==> src/rtl/steer_quad_decoder.sv <==
// steer_quad_decoder
//
// Receives a two-phase quadrature steering signal and turns it back into a signed
// position count, one-cycle direction pulses and an illegal-transition indication.
// Everything runs in the CLK domain; quad_a/quad_b are synchronized internally.
//
// Ports
//   CLK       in   system clock (6 MHz video clock)
//   Reset_n   in   synchronous, active-low reset
//   ce        in   sample enable for filter, INIT load and idle timer
//   quad_a    in   phase A, asynchronous
//   quad_b    in   phase B, asynchronous
//   clr       in   synchronous clear of pos and err_cnt
//   pos       out  signed position count, wraps modulo 2^POS_W
//   step_cw   out  one-CLK pulse per accepted clockwise step
//   step_ccw  out  one-CLK pulse per accepted counter-clockwise step
//   dir       out  direction of the last step (1 = CW)
//   err       out  one-CLK pulse on an illegal double transition
//   err_cnt   out  saturating count of illegal transitions
//   moving    out  a step was accepted within the last IDLE_TO ce ticks
module steer_quad_decoder #(
    parameter int unsigned FILTER_LEN = 4,
    parameter int unsigned POS_W      = 8,
    parameter int unsigned IDLE_TO    = 1023
) (
    input  logic                    CLK,
    input  logic                    Reset_n,
    input  logic                    ce,
    input  logic                    quad_a,
    input  logic                    quad_b,
    input  logic                    clr,
    output logic signed [POS_W-1:0] pos,
    output logic                    step_cw,
    output logic                    step_ccw,
    output logic                    dir,
    output logic                    err,
    output logic [7:0]              err_cnt,
    output logic                    moving
);

    localparam logic [3:0]              FiltLen = 4'(FILTER_LEN);
    localparam logic [9:0]              IdleMax = 10'(IDLE_TO);
    localparam logic signed [POS_W-1:0] PosOne  = POS_W'(1);

    typedef enum logic {StInit, StTrack} state_e;

    state_e                  state_q, state_d;
    logic [1:0]              wait_q, wait_d;
    logic [1:0]              meta_q, meta_d;
    logic [1:0]              sync_q, sync_d;
    logic [1:0]              cand_q, cand_d;
    logic [3:0]              run_q, run_d;
    logic [1:0]              filt_q, filt_d;
    logic [1:0]              prev_q, prev_d;
    logic signed [POS_W-1:0] pos_q, pos_d;
    logic                    dir_q, dir_d;
    logic                    step_cw_q, step_cw_d;
    logic                    step_ccw_q, step_ccw_d;
    logic                    err_q, err_d;
    logic [7:0]              err_cnt_q, err_cnt_d;
    logic [9:0]              idle_q, idle_d;

    logic       is_cw, is_ccw, is_ill;
    logic [3:0] run_inc;

    always_comb begin
        state_d    = state_q;
        wait_d     = wait_q;
        meta_d     = {quad_a, quad_b};
        sync_d     = meta_q;
        cand_d     = cand_q;
        run_d      = run_q;
        filt_d     = filt_q;
        // prev trails filt by one cycle so a filt change is decoded on the following edge
        prev_d     = filt_q;
        pos_d      = pos_q;
        dir_d      = dir_q;
        err_cnt_d  = err_cnt_q;
        idle_d     = idle_q;
        is_cw      = 1'b0;
        is_ccw     = 1'b0;
        is_ill     = 1'b0;
        run_inc    = 4'd0;

        // Decode the last accepted filt change; codes are {A,B}, CW order 00,10,11,01.
        if (state_q == StTrack && prev_q != filt_q) begin
            case ({prev_q, filt_q})
                4'b00_10, 4'b10_11, 4'b11_01, 4'b01_00: is_cw  = 1'b1;
                4'b10_00, 4'b11_10, 4'b01_11, 4'b00_01: is_ccw = 1'b1;
                default:                                is_ill = 1'b1;
            endcase
        end

        step_cw_d  = is_cw;
        step_ccw_d = is_ccw;
        err_d      = is_ill;

        if (is_cw) begin
            pos_d = pos_q + PosOne;
            dir_d = 1'b1;
        end
        if (is_ccw) begin
            pos_d = pos_q - PosOne;
            dir_d = 1'b0;
        end
        if (is_ill && err_cnt_q != 8'hFF) begin
            err_cnt_d = err_cnt_q + 8'd1;
        end
        // clr wins over the count update but the pulses above are still emitted
        if (clr) begin
            pos_d     = '0;
            err_cnt_d = '0;
        end

        if (is_cw || is_ccw) begin
            idle_d = '0;
        end else if (ce && idle_q < IdleMax) begin
            idle_d = idle_q + 10'd1;
        end

        case (state_q)
            StInit: begin
                // Two CLK cycles let the synchronizer fill before the first load.
                if (wait_q != 2'd2) begin
                    wait_d = wait_q + 2'd1;
                end else if (ce) begin
                    filt_d  = sync_q;
                    prev_d  = sync_q;
                    cand_d  = sync_q;
                    run_d   = '0;
                    state_d = StTrack;
                end
            end
            StTrack: begin
                if (ce) begin
                    if (sync_q == filt_q) begin
                        run_d = '0;
                    end else begin
                        if (sync_q == cand_q) begin
                            run_inc = run_q + 4'd1;
                        end else begin
                            cand_d  = sync_q;
                            run_inc = 4'd1;
                        end
                        if (run_inc == FiltLen) begin
                            filt_d = sync_q;
                            run_d  = '0;
                        end else begin
                            run_d = run_inc;
                        end
                    end
                end
            end
            default: state_d = StInit;
        endcase
    end

    always_ff @(posedge CLK) begin
        if (!Reset_n) begin
            state_q    <= StInit;
            wait_q     <= '0;
            meta_q     <= '0;
            sync_q     <= '0;
            cand_q     <= '0;
            run_q      <= '0;
            filt_q     <= '0;
            prev_q     <= '0;
            pos_q      <= '0;
            dir_q      <= 1'b0;
            step_cw_q  <= 1'b0;
            step_ccw_q <= 1'b0;
            err_q      <= 1'b0;
            err_cnt_q  <= '0;
            idle_q     <= IdleMax;
        end else begin
            state_q    <= state_d;
            wait_q     <= wait_d;
            meta_q     <= meta_d;
            sync_q     <= sync_d;
            cand_q     <= cand_d;
            run_q      <= run_d;
            filt_q     <= filt_d;
            prev_q     <= prev_d;
            pos_q      <= pos_d;
            dir_q      <= dir_d;
            step_cw_q  <= step_cw_d;
            step_ccw_q <= step_ccw_d;
            err_q      <= err_d;
            err_cnt_q  <= err_cnt_d;
            idle_q     <= idle_d;
        end
    end

    assign pos      = pos_q;
    assign dir      = dir_q;
    assign step_cw  = step_cw_q;
    assign step_ccw = step_ccw_q;
    assign err      = err_q;
    assign err_cnt  = err_cnt_q;
    assign moving   = (idle_q < IdleMax);

endmodule

==> config.mk <==
export PLATFORM = sky130hd
export DESIGN_NAME = steer_quad_decoder
export DESIGN_NICKNAME = d
export VERILOG_FILES = /design/src/rtl/steer_quad_decoder.sv
export SDC_FILE = /design/constraint.sdc
export NUM_CORES = 1
export LEC_CHECK = 0
export BUFFER_PORTS_ARGS = -buffer_cell sky130_fd_sc_hd__buf_2
export CAP_MARGIN = 20
export CORE_MARGIN = 2
export CORE_UTILIZATION = 33
export CTS_CLUSTER_SIZE = 40
export DETAILED_ROUTE_END_ITERATION = 12
export PLACE_DENSITY_LB_ADDON = 0.15
export SYNTH_ARGS = -nofsm -noshare
export SYNTH_HDL_FRONTEND = slang
export SYNTH_SLANG_ARGS = --single-unit
==> constraint.sdc <==
create_clock -name CLK -period 4.5 [get_ports CLK]
set_input_delay 1.125 -clock CLK [delete_from_list [all_inputs] [get_ports CLK]]
set_output_delay 1.125 -clock CLK [all_outputs]
set_load 0.02 [all_outputs]
==> results of run 1 <==
-- state kept, by name, indices dropped and copies added, names as in the netlist, 4 cells and up --
register / flops
err_cnt: 8
idle_q: 10
pos: 8
run_q: 4
-- through the flow --
step                      util (%)  setup WS, ns  power (mW)  hold WS [ns]  instance area (um^2)
after floorplan                  -          2.10       0.742         0.412                  2400
after global placement        36.3          1.64       0.789         0.414                  2590
after detailed placement      36.3          1.63       0.792         0.419                  2590
after CTS                     37.4          1.64        1.05         0.440                  2670
after global routing          37.4          1.52        1.10         0.459                  2670
final                         37.4          1.65        1.03         0.436                  2670
-- final cells by class --
cell class	instances	area, um^2
timing repair buffer	26	130
sequential	47	941
fill	757	4470
inverter	8	30.0
multi-input combinational	210	1370
clock buffer	7	76.3
tap	99	124
clock inverter	1	5.00
-- how the worst max path moves through the flow --
stage / slack [ns] / endpoint / cells after the start
floorplan: 2.10 / pos[6]$_SDFFE_PP0N_ / 10
global placement: 1.64 / pos[6]$_SDFFE_PP0N_ / 6
detailed placement: 1.63 / pos[6]$_SDFFE_PP0N_ / 6
CTS: 1.64 / moving / 4
global route: 1.52 / moving / 4
finish: 1.65 / moving / 4
-- power by group through the flow --
stage	clock [mW]	combinational, mW	sequential (mW)
final	0.246	0.278	0.503
after detailed placement	0	0.280	0.512
after floorplan	0	0.243	0.499
after CTS	0.263	0.282	0.502
after global placement	0	0.278	0.511
after global routing	0.276	0.318	0.510
-- cell families after synthesis --
logic type	Yosys count	share of synthesized area, %
AOI/OAI and AO/OA	57	14.9
xor gates and xnor gates	26	10.1
adders and majority gates	11	6.04
buffers and inverters	20	4.06
DFF	47	39.1
muxes	9	3.75
and+or+nand+nor	107	22.0
-- per-layer routing --
| metal | vias to the layer above | wire [um] |
|---|---|---|
| li1 | 1011 | - |
| met1 | 864 | 2440 |
| met2 | 21 | 2100 |
| met3 | 4 | 127 |
| met4 | 0 | 37 |
| met5 | - | 0 |
-- synth_stat cells (all sizes together) --
library cell,number,area share (%)
nand4b,2,0.73
o31ai,1,0.31
nor2b,3,0.78
a22oi,2,0.62
o2111ai,1,0.36
nand3,11,2.5
and3,1,0.26
o21a,3,0.94
nand2,25,3.9
nor3,6,1.2
or4,1,0.31
or3,1,0.26
nand2b,3,0.78
a311o,1,0.42
buf,10,2.5
ha,10,5.2
o41ai,1,0.68
a31o,2,0.73
o31a,2,0.73
fa,1,0.83
dfxtp,47,39
nor4b,1,0.62
o21ai,20,4.3
a21oi,16,3.3
nand3b,2,0.62
clkinv,1,0.16
and4,3,1.1
xnor2,17,6.5
xor2,9,3.6
inv,7,1.1
a211oi,4,1.2
o211ai,3,0.94
nand4,4,1.0
nor4,3,0.78
clkbuf,2,0.31
and2,5,1.4
nor2,36,5.6
mux2i,9,3.7
a21o,1,0.31
-- critical path, delay by kind of cell, from the launching register on --
kind,cells,cell delay (ns)
adders and majority gates,1,0.23
buffers and inverters,1,0.17
DFF,1,0.40
and+or+nand+nor,2,0.64
==> impl_metrics.json, run 1 <==
{
  "postCtsSetupBuffers": 0,
  "tns_ns": 0,
  "vias_per_cell": 4.77,
  "io_pins": 27,
  "cp.arrival_ns": 1.72,
  "firstDrtPassIters": 4,
  "slew_viol_final": 0,
  "fp.dieH_um": 89.3,
  "die_x_um": 89.3,
  "layout.cells.non_filler": 398,
  "met2_usage_pct": 18.9,
  "grt_busiest_layer": "met2",
  "min_path_cells": 1,
  "setup_viol": 0,
  "cp_slowest_cell": "or3_1",
  "wire_per_inst_um": 11.8,
  "hold_class": "flop to flop",
  "syn_to_final_growth_pct": 11.1,
  "fp.dieArea_um2": 7980,
  "crit_type": "flop to primary output",
  "crit_chain": "ha_1 -> nand4_1 -> or3_1 -> buf_2",
  "hp-start": "meta_q[1]$_SDFF_PN0_",
  "slew_headroom_pct": 56.4,
  "regToRegEndpoint": "pos[6]$_SDFFE_PP0N_",
  "tightestPinTransition_ns": 0.654,
  "via_count": 1900,
  "antenna_found_initial": 0,
  "intPower_uw": 692,
  "status": "finished clean",
  "wl_um": 4710,
  "cpPeakStageDelay_ns": 0.42,
  "synth_nets": 294,
  "cts_resized": 0,
  "finalHoldViolCount": 0,
  "cts_sinks": 47,
  "cts_buffers": 5,
  "layout_min_cycle_time_ns": 2.85,
  "grt_max_degree": 21,
  "p_leak_nw": 1.08,
  "rsz0062_at_grt": "false",
  "core_um2": 7140,
  "final_cell_mix": "dfxtp_1, nor2_1, buf_2",
  "ir_drop_v": 0.000130,
  "combPwrFrac_pct": 27.1,
  "grt_use_met3_pct": 3.05,
  "required_ns": 3.38,
  "timing.rr.start": "filt_q[0]$_SDFFE_PN0P_",
  "ys_ff_latch": 47,
  "ant_nets": 0,
  "holdBufCountCts": 0,
  "synth.distinct_cells": 47,
  "dpl.hpwl_um": 3360,
  "cts_tree": "built",
  "path_max_fanout": 5,
  "floorplan.rows": 31,
  "fin_crit_sh_pct": 63.3,
  "port_buffers": 26,
  "p_sw_share_pct": 32.6,
  "min_to": "sync_q[1]$_SDFF_PN0_",
  "power.switching_uw": 335,
  "clkPwrFrac_pct": 24.0,
  "grt_usage_pct": 12.3,
  "clk_latency_ns": 0.29,
  "drive_gt1_share_pct": 13.7,
  "yosysWarnings": 0,
  "fin_skew_ns": 0.00281,
  "crit_path_start": "idle_q[0]$_SDFFE_PN1P_",
  "yosysSeqAreaShare_pct": 39.1,
  "gr-usage-met1_pct": 16.9,
  "drt_iter0_markers": 42,
  "drc": 0,
  "layout_commonest_cell": "dfxtp_1",
  "max-cap-violations": 0,
  "start_util_pct": 33.7,
  "globalplace.congestion": 0.780,
  "rr_worst_depth": 9,
  "dp.cells": 390,
  "final_nets": 315,
  "fmax_mhz": 351,
  "syn_area_um2": 2400,
  "antenna_cells": 0,
  "grt_pass1_wl_um": 7620,
  "root_buffer": "clkbuf_8",
  "syn-instance-count": 277,
  "syn_avg_cell_area_um2": 8.68,
  "htreeDepth": 2,
  "pwr-share-seq_pct": 48.9,
  "power_density_nw_per_um2": 385,
  "start_kind": "flop",
  "end_kind": "primary output",
  "clock_path_buffers": 2,
  "clk_pin_slew_ns": 0.09,
  "grt_overflow": 0,
  "rrSetupSlack_ns": 1.81,
  "grt_pass1_vias": 1601
}
(Power assumes the default switching activity.)
==> run 2: changes to the inputs <==
==> constraint.sdc (replaced) <==
create_clock -name CLK -period 2.5 [get_ports CLK]
set_input_delay 0.625 -clock CLK [delete_from_list [all_inputs] [get_ports CLK]]
set_output_delay 0.625 -clock CLK [all_outputs]
set_load 0.02 [all_outputs]
==> run 2 against run 1 <==
Effect of this change:
- cell area rose by 4.2%
- register-to-register slack got worse by 1.6 ns
- sequential share of layout area fell by 1.4 points
- die area did not move
- via count rose by 1.1%
- clock skew rose by 0.0078 ns
- critical path type unchanged
- critical endpoint unchanged
- largest power group unchanged
==> impl_metrics.json, run 2 (same netlist as run 1, synthesis figures left out) <==
{
  "floorplan.rows": 31,
  "fmax_mhz": 430,
  "grt_max_degree": 21,
  "clock_path_buffers": 2,
  "wl_um": 4790,
  "root_buffer": "clkbuf_8",
  "final_cell_mix": "dfxtp_1, nor2_1, buf_2",
  "end_kind": "primary output",
  "antenna_found_initial": 0,
  "htreeDepth": 2,
  "crit_type": "flop to primary output",
  "drc": 0,
  "cts_tree": "built",
  "final_core_util_pct": 39.0,
  "clk_latency_ns": 0.30,
  "syn_to_final_growth_pct": 15.8,
  "core_um2": 7140,
  "crit_chain": "ha_1 -> nand4_1 -> or3_1 -> buf_2",
  "final_design_area_no_fill_um2": 2780,
  "finalPower_mw": 2.10,
  "rsz0062_at_grt": "true",
  "vias_per_cell": 4.73,
  "ir_drop_v": 0.000273,
  "holdBufCountCts": 0,
  "dp.cells": 397,
  "dpl.hpwl_um": 3430,
  "ant_nets": 0,
  "cp_slowest_cell": "dfxtp_1",
  "hold_class": "flop to flop",
  "die_x_um": 89.3,
  "fin_skew_ns": 0.0106,
  "grt_pass1_vias": 1840,
  "firstDrtPassIters": 4,
  "power_density_nw_per_um2": 753,
  "max-cap-violations": 0,
  "cpPeakStageDelay_ns": 0.40,
  "start_kind": "flop",
  "slew_viol_final": 0,
  "start_util_pct": 33.7,
  "final_nets": 323,
  "layout_commonest_cell": "dfxtp_1",
  "top_register": "idle_q",
  "drt_iter0_markers": 57,
  "antenna_cells": 0,
  "tns_ns": 0,
  "drive_gt1_share_pct": 16.6,
  "fin_crit_sh_pct": 93.1,
  "port_buffers": 26,
  "grt_overflow": 0,
  "finalHoldViolCount": 0,
  "cts_sinks": 47,
  "fp.dieArea_um2": 7980,
  "wire_per_inst_um": 11.8,
  "grt_pass1_wl_um": 8340,
  "dpl-instance-area_um2": 2640,
  "tightestPinTransition_ns": 0.612,
  "io_pins": 27,
  "fp.dieH_um": 89.3,
  "via_count": 1921,
  "path_max_fanout": 4,
  "p_leak_nw": 1.14,
  "layout.cells.non_filler": 406,
  "cts_buffers": 5,
  "clk_pin_slew_ns": 0.09,
  "largest_reg_flops": 10,
  "slew_headroom_pct": 59.2,
  "globalplace.congestion": 0.844,
  "required_ns": 1.88,
  "cp.arrival_ns": 1.70,
  "setup_viol": 0,
  "layout_min_cycle_time_ns": 2.33,
  "status": "finished clean",
  "grt_usage_pct": 13.3
}
-- run 2: cell count changes in the layout (fill, tap and decap cells not counted), sizes merged --
cell    before  now
buf         26   34
clkinv       2    1
bufinv       0    2
clkbuf       7    6
-- run 2: where the power goes --
group / switching (mW) / internal [mW] / leakage (nW)
Clock: 0.260 / 0.400 / 0.0654
Combinational: 0.296 / 0.249 / 0.697
Sequential: 0.0674 / 0.825 / 0.382
-- run 2: stage by stage --
stage                     hold WS, ns  setup slack, ns
after global placement          0.418            0.200
after global routing            0.472         -0.00184
after CTS                       0.443            0.113
after floorplan                 0.412            0.101
final                           0.437            0.172
after detailed placement        0.423            0.151
-- run 2: final timing paths --
check	cells after the start	slack (ns)	endpoint	start
setup reg to reg	9	0.20	pos[6]$_SDFFE_PP0N_	filt_q[1]$_SDFFE_PN0P_
setup / recovery	4	0.17	moving	idle_q[0]$_SDFFE_PN1P_
hold / removal	1	0.44	sync_q[1]$_SDFF_PN0_	meta_q[1]$_SDFF_PN0_
hold reg to reg	1	0.44	sync_q[1]$_SDFF_PN0_	meta_q[1]$_SDFF_PN0_
-- run 2: layout make-up --
class,instances,area (um^2)
clock buffers,6,72.6
clock inverters,2,60.1
fillers,755,4350
inverters,8,30.0
multi-input cells,210,1370
flip-flops and latches,47,942
well taps,99,124
repair buffers,34,190
-- run 2: layer usage --
metal  wire length, um  track usage, %  up-vias
met5                 0               0        -
li1                  -               -     1031
met1              2400            17.1      863
met2              2210            22.0       25
met4                21            3.12        0
met3               161            3.88        2
-- run 2: critical path: cells and delay by family (launching register included) --
family / cells / cell delay, ns
AND/OR/NAND/NOR: 2 / 0.59
flip-flops: 1 / 0.40
adder cells (fa/ha/maj): 1 / 0.24
buffers and inverters: 1 / 0.16
-- run 2: repair_timing --
action                     4_1_cts  5_1_grt
setup buffers                    0        1
resized for setup                0        1
setup endpoints to repair        0        3
==> run 3: changes to the inputs <==
--- a/config.mk
+++ b/config.mk
@@ -11,6 +11,8 @@
 export CORE_UTILIZATION = 33
 export CTS_CLUSTER_SIZE = 40
 export DETAILED_ROUTE_END_ITERATION = 12
+export GPL_TIMING_DRIVEN = 0
+export MAX_ROUTING_LAYER = met4
 export PLACE_DENSITY_LB_ADDON = 0.15
 export SYNTH_ARGS = -nofsm -noshare
 export SYNTH_HDL_FRONTEND = slang
==> run 3 against run 2 <==
Effect of this change:
- flip-flop and latch count is the same
- total power is 3.3% lower
- clock-buffer cell count shrank 1
- fmax increased by 0.23%
- clock skew down 0.0010 ns
- setup slack gained 0.0053 ns
- worst hold slack barely moved
- sequential share of layout area down 0.64 points
- combinational power increased by 5.9%
- sequential power rose by 0.6%
- largest cell class unchanged
- non-clock buffer count is 6 higher
==> impl_metrics.json, run 3 (same netlist as run 1, synthesis figures left out) <==
{
  "syn_to_final_growth_pct": 18.1,
  "tightestPinTransition_ns": 0.514,
  "via_count": 1953,
  "fill_cells": 762,
  "grt_max_degree": 15,
  "antenna_found_initial": 0,
  "fin_crit_sh_pct": 92.9,
  "grt_overflow": 0,
  "crit_type": "flop to flop",
  "hold_class": "flop to flop",
  "multi_input_area_um2": 1410,
  "register_area_um2": 942,
  "start_util_pct": 33.7,
  "min_path_cells": 1,
  "wl_um": 4860,
  "rsz0062_at_grt": "false",
  "globalplace.congestion": 0.815,
  "die_x_um": 89.3,
  "cp_slowest_cell": "or4_1",
  "final_cell_mix": "dfxtp_1, nor2_1, buf_2",
  "rr_worst_depth": 10,
  "tns_ns": 0,
  "fp.dieH_um": 89.3,
  "power_density_nw_per_um2": 714,
  "ir_drop_v": 0.000256,
  "clk_latency_ns": 0.30,
  "layout_commonest_cell": "dfxtp_1",
  "clock_path_buffers": 2,
  "finalHoldViolCount": 0,
  "drc": 0,
  "cts_buffers": 5,
  "root_buffer": "clkbuf_8",
  "vias_per_cell": 4.75,
  "layout_min_cycle_time_ns": 2.32,
  "fmax_mhz": 431,
  "final_core_util_pct": 39.8,
  "final_nets": 329,
  "core_um2": 7140,
  "max-cap-violations": 0,
  "end_kind": "flop",
  "start_kind": "flop",
  "crit_chain": "buf_6 -> xnor2_4 -> nand3_4 -> inv_6 -> ha_4 -> nor2b_1 -> o31a_1 -> o21a_1 -> or4_1 -> nand3_1",
  "required_ns": 2.74,
  "dp.cells": 401,
  "grt_pass1_vias": 1719,
  "top_register": "idle_q",
  "largest_reg_flops": 10,
  "clk_pin_slew_ns": 0.09,
  "fin_skew_ns": 0.00959,
  "status": "finished clean",
  "io_pins": 27,
  "path_max_fanout": 6,
  "slew_viol_final": 0,
  "wire_per_inst_um": 11.8,
  "firstDrtPassIters": 4,
  "cts_sinks": 47,
  "ant_nets": 0,
  "p_leak_nw": 1.14,
  "cpPeakStageDelay_ns": 0.47,
  "setup_viol": 0,
  "dpl.hpwl_um": 3470,
  "antenna_cells": 0,
  "slew_headroom_pct": 65.5,
  "grt_pass1_wl_um": 8040,
  "layout.cells.non_filler": 411,
  "port_buffers": 25,
  "htreeDepth": 2,
  "drt_iter0_markers": 40,
  "finalPower_mw": 2.03,
  "cts_tree": "built",
  "cp.arrival_ns": 2.57,
  "drive_gt1_share_pct": 17.9,
  "floorplan.rows": 31,
  "fp.dieArea_um2": 7980,
  "holdBufCountCts": 0,
  "grt_usage_pct": 13.2
}
[run 3: path summary, 6_finish.rpt]
kind                          startpoint                    to  slack (ns)
setup / recovery  filt_q[1]$_SDFFE_PN0P_   pos[6]$_SDFFE_PP0N_        0.18
hold / removal      meta_q[0]$_SDFF_PN0_  sync_q[0]$_SDFF_PN0_        0.44
setup reg to reg  filt_q[1]$_SDFFE_PN0P_   pos[6]$_SDFFE_PP0N_        0.18
hold reg to reg     meta_q[0]$_SDFF_PN0_  sync_q[0]$_SDFF_PN0_        0.44
[run 3: per-stage QoR]
stage / area [um^2] / hold WS (ns) / setup slack (ns)
floorplan: 2400 / 0.412 / 0.101
global placement: 2650 / 0.416 / -0.142
detailed placement: 2650 / 0.418 / -0.157
CTS: 2780 / 0.440 / 0.00205
global route: 2840 / 0.462 / 0.0643
finish: 2840 / 0.438 / 0.177
[run 3: worst max-delay path, delay by kind of cell (launching register included)]
family,cells,cell delay (ns)
compound gates,2,0.44
simple gates,4,0.83
buf+inv,2,0.23
flops,1,0.31
xor+xnor,1,0.23
fa+ha+maj,1,0.21
[run 3: cell type report]
type | instances | share of cell area, %
inverters | 8 | 1.23
multi-input cells | 210 | 49.8
clock buffers | 5 | 2.43
well taps | 99 | 4.37
plain buffers | 12 | 2.47
flip-flops and latches | 47 | 33.2
repair buffers | 28 | 5.20
clock inverters | 2 | 1.32
[run 3: per-layer routing]
metal,up-vias,global-route usage [%],share of wire (%)
li1,1038,-,-
met1,886,17.9,53
met2,24,19.6,43
met3,5,3.05,2.7
met4,0,3.66,0.99
met5,-,-,0
[run 3: power breakdown]
group	leakage, nW	internal [mW]	total [mW]	switching (mW)
clock network	0.0502	0.293	0.553	0.261
logic	0.708	0.274	0.577	0.303
registers	0.382	0.825	0.897	0.0723
[run 3: what timing repair did]
item	4_1_cts	5_1_grt
setup endpoints to repair	1	2
pin swaps	0	3
setup buffers	0	3
gates cloned	0	0
resized for setup	4	6
